<file path="src/rtl/fir_sample_packer.sv">
// Packs PSAMPLES samples per channel into one wide beat for the decimating FIR.
// The input side cannot stall. The output side holds one output register plus one pending slot.
module fir_sample_packer #(
    parameter int CHANNELS = 2,
    parameter int DW       = 16,
    parameter int PSAMPLES = 8,
    parameter int CNTW     = 16
) (
    input  logic                            clk,
    input  logic                            nrst,
    input  logic                            in_valid,
    input  logic [CHANNELS*DW-1:0]          in_data,
    output logic                            m_tvalid,
    input  logic                            m_tready,
    output logic [CHANNELS*DW*PSAMPLES-1:0] m_tdata,
    output logic                            overflow,
    input  logic                            ovf_clr,
    output logic [CNTW-1:0]                 drop_count
);
    localparam int BW = CHANNELS * DW * PSAMPLES;
    localparam int KW = (PSAMPLES > 1) ? $clog2(PSAMPLES) : 1;

    logic [BW-1:0]   asm_q, asm_d;
    logic [KW-1:0]   idx_q, idx_d;
    logic [BW-1:0]   out_q, out_d;
    logic            out_vld_q, out_vld_d;
    logic [BW-1:0]   pend_q, pend_d;
    logic            pend_vld_q, pend_vld_d;
    logic            ovf_q, ovf_d;
    logic [CNTW-1:0] cnt_q, cnt_d;

    logic [BW-1:0]   frame;
    logic            frame_done;
    logic            xfer;
    logic            drop;

    // Assembly register with this cycle's samples merged in.
    // This is the completed frame when frame_done is high.
    always_comb begin
        frame = asm_q;
        for (int c = 0; c < CHANNELS; c++) begin
            frame[(c*PSAMPLES + int'(idx_q))*DW +: DW] = in_data[c*DW +: DW];
        end
    end

    assign frame_done = in_valid && (idx_q == KW'(PSAMPLES - 1));
    assign xfer       = out_vld_q && m_tready;

    always_comb begin
        asm_d      = asm_q;
        idx_d      = idx_q;
        out_d      = out_q;
        out_vld_d  = out_vld_q;
        pend_d     = pend_q;
        pend_vld_d = pend_vld_q;
        ovf_d      = ovf_q;
        cnt_d      = cnt_q;
        drop       = 1'b0;

        if (in_valid) begin
            asm_d = frame;
            idx_d = frame_done ? '0 : idx_q + KW'(1);
        end

        if (frame_done) begin
            if ((!out_vld_q || xfer) && !pend_vld_q) begin
                out_d     = frame;
                out_vld_d = 1'b1;
            end else if (xfer) begin
                out_d  = pend_q;
                pend_d = frame;
            end else if (!pend_vld_q) begin
                pend_d     = frame;
                pend_vld_d = 1'b1;
            end else begin
                drop = 1'b1;
            end
        end else if (xfer) begin
            if (pend_vld_q) begin
                out_d      = pend_q;
                pend_vld_d = 1'b0;
            end else begin
                out_vld_d = 1'b0;
            end
        end

        // A drop in the same cycle as a clear restarts the count at one.
        if (drop) begin
            ovf_d = 1'b1;
            if (ovf_clr)
                cnt_d = CNTW'(1);
            else if (cnt_q != '1)
                cnt_d = cnt_q + CNTW'(1);
        end else if (ovf_clr) begin
            ovf_d = 1'b0;
            cnt_d = '0;
        end
    end

    always_ff @(posedge clk or negedge nrst) begin
        if (!nrst) begin
            asm_q      <= '0;
            idx_q      <= '0;
            out_q      <= '0;
            out_vld_q  <= 1'b0;
            pend_q     <= '0;
            pend_vld_q <= 1'b0;
            ovf_q      <= 1'b0;
            cnt_q      <= '0;
        end else begin
            asm_q      <= asm_d;
            idx_q      <= idx_d;
            out_q      <= out_d;
            out_vld_q  <= out_vld_d;
            pend_q     <= pend_d;
            pend_vld_q <= pend_vld_d;
            ovf_q      <= ovf_d;
            cnt_q      <= cnt_d;
        end
    end

    assign m_tvalid   = out_vld_q;
    assign m_tdata    = out_q;
    assign overflow   = ovf_q;
    assign drop_count = cnt_q;
endmodule
</file>
<file path="config.mk">
export PLATFORM = sky130hd
export DESIGN_NAME = fir_sample_packer
export DESIGN_NICKNAME = d
export VERILOG_FILES = /design/src/rtl/fir_sample_packer.sv
export SDC_FILE = /design/constraint.sdc
export NUM_CORES = 2
export LEC_CHECK = 0
export ABC_AREA = 1
export CAP_MARGIN = 10
export CELL_PAD_IN_SITES_DETAIL_PLACEMENT = 0
export CELL_PAD_IN_SITES_GLOBAL_PLACEMENT = 2
export CORE_MARGIN = 10
export CORE_UTILIZATION = 41
export DETAILED_ROUTE_END_ITERATION = 7
export DONT_BUFFER_PORTS = 1
export PLACE_DENSITY = 0.95
export SETUP_SLACK_MARGIN = 0.1
export SLEW_MARGIN = 25
export SYNTH_ARGS = -nofsm -noshare
export SYNTH_HDL_FRONTEND = slang
export SYNTH_SLANG_ARGS = --single-unit
</file>
<file path="constraint.sdc">
create_clock -name clk -period 4.6 [get_ports clk]
set_input_delay 0.69 -clock clk [delete_from_list [all_inputs] [get_ports clk]]
set_output_delay 0.69 -clock clk [all_outputs]
set_load 0.01 [all_outputs]
</file>
==> metrics <==
status complete, but fails checks; violated checks negative hold slack; async set-or-reset flop fraction in the synthesized netlist 100%; Psw 12700 uW; CTS-repair resized insts 0; vias in the first global route 30700; die footprint 105000 um^2; Highest Signal Layer met5; RR Startpoint idx_q[1]; WHS -0.0210 ns; Post-Layout Cell Count 6029; crit share post-route 80.7%; Clock power frac 25.7%; Ports 311; met3 wire len 10800 um; H-tree depth 3; Syn Inst Count 4921; most used cell, CP nand2_1; # rows 111; drt drc 0; Die Span X 325 um; Critical Path Fanout Max 33; leakage 0.0196 uW; CP cell instances inv_2 -> ha_1 -> ha_2 -> buf_4 -> nand2_1 -> nor2_2 -> buf_4 -> nand2_1 -> nand3_1 -> o21ai_0 -> o21ai_0 -> nand2_1; PortBufs 0; placed cell count 5858; Core Footprint 91800 um^2; FF+latch count, synth 790; CTS tree yes; CP Buf/Inv Count 3; starting DRC count in detailed routing 3442; Pwr Density 715 nW/um^2; sequential area share after synthesis 52.0%; first-pass GRT wire length 198000 um; gr ovfl total 0; clock tree sinks 790; Pins Over Slew Limit 0; Reg power frac 40.6%; Slowest cell on crit path nand2_1; total vias in the final route 32700; DRT antenna net count 0; Net Count, Synth 4968; CP Launch Type register; initial antenna violation count 4; Least-Margin Pin Slew 1.04 ns; total power 29900 uW; minimum clock period after layout 3.71 ns; skew final 0.0221 ns; Setup Fix Bufs, Post-CTS 0; met2 WL 57600 um; Die Ht 325 um; Avg Cell Area, Syn 7.73 um^2; Area growth syn-to-layout 10.0%; routed wire length 129000 um; Sw Ratio 42.6%; Synth Flop Type dfrtp_1; DRT Pass-1 Iters 6; Slew Limit Headroom 30.7%; crit-path max cell delay 0.57 ns; Syn Std Cell Area 38000 um^2; DR WL/cell 21.4 um; Reg clk slew, reported paths 0.06 ns; RSZ-0062 raised after global routing no; Setup TNS Final 0 ns; Yosys cell types 39; number of max-cap violations 0; All-Layer GR Usage 23.8%; gpl congestion 0.860; EDFF count, synth 0; placed cell area 38500 um^2; vias per cell 5.42; r2r endpoint m_tdata[174]; data arrival time of the critical path 4.25 ns; Crit Path Class reg2reg; cell family with most CP delay simple AND/OR/NAND/NOR gates; Worst EP required 5.14 ns; Fmax 0.269 GHz; Int Power 17100 uW; clock root buffer clkbuf_16; number of warnings issued by yosys 0; final instance area 41800 um^2; Max Buffers Root-to-Sink 3; WL met1 57300 um; Detail Placement HPWL 82100 um; nets 4760; reg2reg setup slack 0.89 ns; Comb pwr share 33.7%; largest net degree at the start of global routing 791; Final Hold Vio Count 3; final setup violating endpoints 0; clock latency on the worst-skew pair 0.67 ns; crit end category register; worst hold path type in2async; share of layout cells above drive strength 1 5.52%; Worst VDD drop 0.571 mV; number of CTS-inserted buffers 88; Reg2Reg Depth 12; Initial Utilization 41.4%
[Yosys cell counts, types with 8 or more instances]
master,n,area share [%]
inv_2,11,0.11
ha_1,10,0.33
o21a_1,18,0.36
nor3_1,8,0.11
o21ai_0,463,6.1
buf_4,11,0.22
o211ai_1,16,0.32
a31oi_1,67,1.1
a21oi_1,396,5.2
nor2_1,347,3.4
nand2_1,1587,16
nand3_1,330,4.3
o21ai_1,115,1.5
nor2_2,11,0.18
clkbuf_1,207,2.0
buf_1,18,0.18
buf_2,111,1.5
a21oi_2,10,0.23
nand4_1,88,1.4
dfrtp_1,790,52
inv_1,263,2.6
[placed cells by master, fill, tap and decap left out, types with 9 or more instances in the layout]
cell and instances:
nand2_1 1586, a21oi_2 10, nand3_1 330, o21a_1 18, bufinv_16 12, ha_1 9
nor2_2 13, o211ai_1 16, inv_1 261, nor2_1 345, o21ai_1 115, o21ai_0 463
buf_4 41, nand4_1 88, dfrtp_1 789, clkbuf_8 21, clkbuf_16 89, clkbuf_1 17
a21oi_1 396, a31oi_1 67, clkinv_2 11
[worst reg2reg max path, stage by stage (launching register included)]
cell and delay, ns:
dfrtp_1 0.45, inv_2 0.09, ha_1 0.23, ha_2 0.46
buf_4 0.44, nand2_1 0.21, nor2_2 0.13, buf_4 0.39
nand2_1 0.57, nand3_1 0.20, o21ai_0 0.15, o21ai_0 0.17
nand2_1 0.08
[cell families after synthesis]
kind of cell	count (synthesis)	synth area share, %
buffers and inverters	630	6.80
XOR/XNOR	1	0.0230
AO/OA/AOI/OAI	1093	15.0
flip-flops	790	52.0
AND/OR/NAND/NOR	2397	25.9
adder cells (fa/ha/maj)	10	0.329
[stage by stage]
stage                     utilization [%]  setup WS [ns]
after floorplan                         -           1.67
after global placement               41.9           1.03
after detailed placement             41.9          0.940
after CTS                            45.3          0.896
after global routing                 45.6          0.658
final                                45.6          0.886
[per-layer routing]
| metal | up-vias | track usage [%] |
|---|---|---|
| li1 | 15700 | - |
| met1 | 15900 | 32.8 |
| met2 | 954 | 36.3 |
| met3 | 153 | 6.76 |
| met4 | 6 | 6.74 |
| met5 | - | 0 |
[cell type report]
type                    count  area, um^2
inverters                 278        1080
well taps                1243        1560
repair buffers             54         611
clock buffers             127        2580
clock inverters            35         546
flip-flops and latches    790       19800
diodes                      1        2.50
fillers                  9176       50000
multi-input cells        3501       15700
[state kept, by name (all words and copies together) (netlist names)]
name	cells
idx_q	3
pend_vld_q	1
asm_q	256
drop_count	16
overflow	1
m_tvalid	1
pend_q	256
m_tdata	256
[how the worst max path moves through the flow]
stage	end	slack, ns	cells after the start	startpoint
5_1_grt	m_tdata[174]	0.66	12	idx_q[1]
6_report	m_tdata[174]	0.89	12	idx_q[1]
3_3_place_gp	m_tdata[174]	1.03	12	idx_q[1]
4_1_cts	m_tdata[174]	0.90	12	idx_q[1]
2_1_floorplan	m_tdata[3]	1.67	16	idx_q[0]
3_5_place_dp	m_tdata[174]	0.94	12	idx_q[1]
[power groups by stage]
stage,Sequential [uW],Clock [uW],Combinational (uW)
final,12100,7670,10100
after global routing,12500,8100,11500
after CTS,12300,7810,9900
after detailed placement,12400,0,9840
after global placement,12300,0,9700
after floorplan,11300,0,7400
Power figures use the tool's default switching activity.
